<file path="src/rtl/tx_stream_arbiter.sv">
// tx_stream_arbiter
// Shares one 32-bit tx FIFO write port between the residual word stream and
// the 128-bit coefficient block stream. Each packet is prefixed with a header
// {HDR_TAG, src, mode, 5'b0, seq}. Packets are atomic. Round-robin
// arbitration happens only in IDLE.
// Source encoding: 0 = residual, 1 = coefficient. last_src resets to 1, so the
// first tie goes to the residual stream.
module tx_stream_arbiter #(
  parameter logic [7:0]  HDR_TAG    = 8'hA5,
  parameter int          COEF_BEATS = 4,
  // Value pkt_seq takes on reset; 0 in normal use.
  parameter logic [15:0] SEQ_INIT   = 16'h0000
) (
  input  logic                      clk,
  input  logic                      reset,
  input  logic                      res_valid,
  input  logic [31:0]               res_data,
  input  logic                      res_last,
  output logic                      res_ready,
  input  logic                      coef_valid,
  input  logic [32*COEF_BEATS-1:0]  coef_data,
  output logic                      coef_ready,
  input  logic [1:0]                mode,
  input  logic                      fifo_full,
  output logic                      fifo_wr_en,
  output logic [31:0]               fifo_din,
  output logic                      busy
);

  localparam int BW = (COEF_BEATS > 1) ? $clog2(COEF_BEATS) : 1;
  localparam logic [BW-1:0] LAST_BEAT = BW'(COEF_BEATS - 1);
  localparam logic SRC_RES  = 1'b0;
  localparam logic SRC_COEF = 1'b1;

  typedef enum logic [1:0] {
    ST_IDLE = 2'd0,
    ST_HDR  = 2'd1,
    ST_RES  = 2'd2,
    ST_COEF = 2'd3
  } state_t;

  state_t                    state_q, state_d;
  logic [15:0]               pkt_seq_q, pkt_seq_d;
  logic [BW-1:0]             beat_cnt_q, beat_cnt_d;
  logic                      last_src_q, last_src_d;
  logic [1:0]                hdr_mode_q, hdr_mode_d;
  logic [32*COEF_BEATS-1:0]  shift_q, shift_d;

  // Unmasked outputs; forced to zero while reset is held.
  logic        res_ready_c;
  logic        coef_ready_c;
  logic        wr_en_c;
  logic [31:0] din_c;
  logic        grant_coef;

  // State register and datapath registers.
  always_ff @(posedge clk) begin
    if (reset) begin
      state_q    <= ST_IDLE;
      pkt_seq_q  <= SEQ_INIT;
      beat_cnt_q <= '0;
      last_src_q <= SRC_COEF;
      hdr_mode_q <= 2'b00;
      shift_q    <= '0;
    end else begin
      state_q    <= state_d;
      pkt_seq_q  <= pkt_seq_d;
      beat_cnt_q <= beat_cnt_d;
      last_src_q <= last_src_d;
      hdr_mode_q <= hdr_mode_d;
      shift_q    <= shift_d;
    end
  end

  // Next-state logic and combinational outputs; fifo_full freezes every state.
  always_comb begin
    state_d      = state_q;
    pkt_seq_d    = pkt_seq_q;
    beat_cnt_d   = beat_cnt_q;
    last_src_d   = last_src_q;
    hdr_mode_d   = hdr_mode_q;
    shift_d      = shift_q;
    res_ready_c  = 1'b0;
    coef_ready_c = 1'b0;
    wr_en_c      = 1'b0;
    din_c        = 32'h0;
    // On a tie the source that did not go last wins.
    grant_coef   = coef_valid & (~res_valid | (last_src_q == SRC_RES));

    case (state_q)
      ST_IDLE: begin
        if (!fifo_full && (res_valid || coef_valid)) begin
          hdr_mode_d = mode;
          state_d    = ST_HDR;
          if (grant_coef) begin
            last_src_d   = SRC_COEF;
            coef_ready_c = 1'b1;
            shift_d      = coef_data;
          end else begin
            last_src_d = SRC_RES;
          end
        end
      end

      ST_HDR: begin
        din_c   = {HDR_TAG, last_src_q, hdr_mode_q, 5'b00000, pkt_seq_q};
        wr_en_c = ~fifo_full;
        if (!fifo_full) begin
          pkt_seq_d = pkt_seq_q + 16'd1;
          state_d   = (last_src_q == SRC_COEF) ? ST_COEF : ST_RES;
        end
      end

      ST_RES: begin
        res_ready_c = ~fifo_full;
        din_c       = res_data;
        wr_en_c     = res_valid & ~fifo_full;
        if (res_valid && !fifo_full && res_last) begin
          state_d = ST_IDLE;
        end
      end

      ST_COEF: begin
        din_c   = shift_q[31:0];
        wr_en_c = ~fifo_full;
        if (!fifo_full) begin
          shift_d = shift_q >> 32;
          if (beat_cnt_q == LAST_BEAT) begin
            beat_cnt_d = '0;
            state_d    = ST_IDLE;
          end else begin
            beat_cnt_d = beat_cnt_q + 1'b1;
          end
        end
      end

      default: begin
        state_d = ST_IDLE;
      end
    endcase
  end

  assign res_ready  = res_ready_c & ~reset;
  assign coef_ready = coef_ready_c & ~reset;
  assign fifo_wr_en = wr_en_c & ~reset;
  assign fifo_din   = reset ? 32'h0 : din_c;
  assign busy       = (state_q != ST_IDLE) & ~reset;

endmodule

</file>
<file path="config.mk">
export PLATFORM = sky130hd
export DESIGN_NAME = tx_stream_arbiter
export DESIGN_NICKNAME = d
export VERILOG_FILES = /design/src/rtl/tx_stream_arbiter.sv
export SDC_FILE = /design/constraint.sdc
export NUM_CORES = 1
export LEC_CHECK = 0
export ABC_AREA = 1
export CAP_MARGIN = 40
export CORE_UTILIZATION = 50
export CTS_BUF_LIST = sky130_fd_sc_hd__clkbuf_4 sky130_fd_sc_hd__clkbuf_8
export CTS_CLUSTER_DIAMETER = 40
export DETAILED_ROUTE_END_ITERATION = 7
export GPL_TIMING_DRIVEN = 1
export PLACE_DENSITY = 0.81
export RECOVER_POWER = 100
export SYNTH_ARGS = -nofsm -noshare
export SYNTH_HDL_FRONTEND = slang
export SYNTH_SLANG_ARGS = --single-unit
</file>
<file path="constraint.sdc">
create_clock -name clk -period 2.4 [get_ports clk]
set_input_delay 0.48 -clock clk [delete_from_list [all_inputs] [get_ports clk]]
set_output_delay 0.48 -clock clk [all_outputs]
set_load 0.01 [all_outputs]
</file>
==> results.json <==
{
  "viasPerCell": 4.93,
  "htreeDepth": 4,
  "nNetsFinal": 1725,
  "pin_count": 204,
  "leakage_nw": 5.47,
  "postPlaceCellArea_sq_um": 10600,
  "antenna_cells": 0,
  "outcome": "finished with violations",
  "violations": "negative setup slack",
  "yosysUniqueCellTypes": 30,
  "swShare": 0.398,
  "path_max_fanout": 9,
  "end_kind": "output port",
  "layout-drive-gt1-share": 0.0657,
  "yosysSeqAreaShare": 0.360,
  "cts_buffers": 17,
  "drcViolationCount": 0,
  "crit_start": "state_q[1]",
  "clkPwrFrac": 0.210,
  "routed_wl_mm": 23.3,
  "p_int_mw": 6.24,
  "die-area_sq_um": 17300,
  "wl_per_cell_um": 13.1,
  "dp_cells": 1745,
  "setup_slack_ns": -0.0938,
  "vias": 8822,
  "grt-ovfl-total": 0,
  "clk_latency_ns": 0.47,
  "min_period_over_period": 1.04,
  "syn_nets": 1553,
  "setup_viol": 2,
  "required_ns": 1.92,
  "worst_pin_slew_ns": 0.941,
  "fp.dieH_um": 132,
  "worstPathArrival_ns": 2.01,
  "cts_num_sinks": 151,
  "clock_skew_ns": 0.0115,
  "ant_nets": 0,
  "final_cells": 1788,
  "ir_worst_vdd_mv": 0.539,
  "pwr-share-comb": 0.431,
  "hold_class": "flip-flop to flip-flop",
  "cts_tree": "yes",
  "synth_cells": 1383,
  "ys_warn_count": 0,
  "power.switching_mw": 4.13,
  "initial_core_util": 0.510,
  "grt_use_total": 0.274,
  "finish.instance_area_sq_um": 11200,
  "die_w_um": 132,
  "grt_pass1_vias": 7994,
  "avgSynthCellArea_sq_um": 6.07,
  "hold_violations": 0,
  "drt-initial-drc-count": 810,
  "worstHoldStart": "shift_q[112]",
  "p_total_mw": 10.4,
  "io_buffers": 203,
  "antenna_found_initial": 0,
  "holdWs_ns": 0.473,
  "grt_max_degree": 132,
  "drv_cap": 0,
  "syn_area_sq_um": 8400,
  "drtPass1Iterations": 5,
  "clk_pin_slew_worst_paths_ns": 0.08,
  "rows": 47,
  "syn2layout_area_growth_pct": 32.9,
  "grt_pass1_wl_mm": 38.8,
  "fin_crit_ns": 2.49,
  "root_buffer": "clkbuf_8",
  "cts_buffer_depth": 2,
  "core_area_sq_um": 16500,
  "gp_congestion": 0.868,
  "rsz0062_at_grt": "yes",
  "worstSetupPathType": "flip-flop to output port",
  "power.density_nw_per_um2": 929,
  "seq_power_share": 0.359,
  "startpoint_type": "flip-flop",
  "timing.rr.start": "state_q[1]",
  "dp_hpwl_mm": 15.5,
  "slew_viol_final": 0,
  "fmax_mhz": 401,
  "relSlewSlack": 0.373,
  "reg2reg_setup_slack_ns": 0.04,
  "synth.ff_latch_count": 151
}
## power groups by stage
| stage | Sequential, mW | Combinational [mW] | Clock, mW |
|---|---|---|---|
| floorplan | 3.59 | 3.17 | 0 |
| global placement | 3.72 | 4.28 | 0 |
| detailed placement | 3.75 | 4.34 | 0 |
| CTS | 3.71 | 4.39 | 2.20 |
| global route | 3.81 | 5.02 | 2.31 |
| finish | 3.72 | 4.47 | 2.17 |
## cells by family (layout without fill, tap and decap cells)
logic type,after synthesis,after routing,share of synthesized area
buf+inv,148,333,0.0825
flops,151,151,0.360
xor+xnor,1,1,0.00104
compound gates,48,48,0.0366
simple gates,1033,1033,0.517
fa+ha+maj,2,2,0.00298
## metal layers
layer,vias up,wire length [um],track usage
met1,3878,10600,0.366
met4,0,601,0.112
li1,4619,-,-
met3,37,1310,0.0467
met5,-,0,0
met2,288,10800,0.437
## final timing paths
path	cells after the start	to
max	6	fifo_din[26]
min	2	shift_q[112]
max reg2reg	8	shift_q[48]
min reg2reg	2	shift_q[112]
## flip-flops by register name, summed over array words and instances, names as in the netlist
name,count
beat_cnt_q,2
hdr_mode_q,2
state_q,2
shift_q,128
pkt_seq_q,16
last_src_q,1
## cell type report
class	count	area (sq um)
Clock buffer	18	248
Clock inverter	14	196
Fill cell	1488	5310
Inverter	53	216
Multi-Input combinational cell	1084	4710
Sequential cell	151	3030
Tap cell	220	275
Timing Repair Buffer	247	2470
Timing Repair inverter	1	11.3
## cell usage in the layout, fill, tap and decap left out, types with 6 or more instances in the layout
| master | netlist | layout |
|---|---|---|
| a21oi_1 | 17 | 17 |
| buf_12 | 0 | 7 |
| buf_4 | 15 | 28 |
| clkbuf_2 | 0 | 10 |
| clkbuf_8 | 0 | 18 |
| clkdlybuf4s50_1 | 0 | 167 |
| dfxtp_1 | 151 | 149 |
| dlymetal6s2s_1 | 0 | 20 |
| inv_1 | 47 | 46 |
| nand2_1 | 573 | 572 |
| nand3_1 | 54 | 54 |
| nand3b_1 | 96 | 96 |
| nor2_1 | 294 | 295 |
| nor3_1 | 6 | 6 |
| o211ai_1 | 15 | 15 |
| o21ai_0 | 8 | 8 |
## through the flow
stage	setup slack, ns	setup TNS [ns]	util
2_1_floorplan	0.465	0	-
3_3_place_gp	-0.0929	-0.216	0.643
4_1_cts	-0.130	-1.48	0.673
5_1_grt	-0.166	-8.30	0.678
6_report	-0.0938	-0.113	0.678
3_5_place_dp	-0.109	-0.401	0.643
## critical path, stage by stage, from the launching register on
cell             delay [ns]
dfxtp_4                0.39
inv_4                  0.07
nor2_4                 0.18
buf_6                  0.16
inv_2                  0.06
o221a_2                0.22
clkdlybuf4s50_1        0.47
## what timing repair did
item | in CTS | in global routing
setup buffers | 2 | 7
gates resized for setup | 30 | 43
hold endpoints to repair | 0 | 0
pin swaps | 0 | 2
cloned | 1 | 1
hold buffers | 0 | 0
setup endpoints to repair | 36 | 20
## Yosys cell counts, drive strengths merged
master / count / area [sq um]
dfxtp: 151 / 3020
nand3b: 96 / 721
ha: 2 / 25.0
o21a: 1 / 7.51
o211ai: 15 / 113
o21ai: 9 / 48.8
a31oi: 1 / 6.26
a211oi: 1 / 7.51
nand3: 54 / 270
o221a: 3 / 33.8
o22ai: 1 / 6.26
or2: 2 / 12.5
nor2: 296 / 1120
a21oi: 17 / 85.1
nand4: 4 / 25.0
buf: 68 / 393
clkbuf: 27 / 101
nor3: 6 / 30.0
xnor2: 1 / 8.76
nand2: 575 / 2160
inv: 53 / 199
Note: power is estimated with default switching activity, not from simulation.
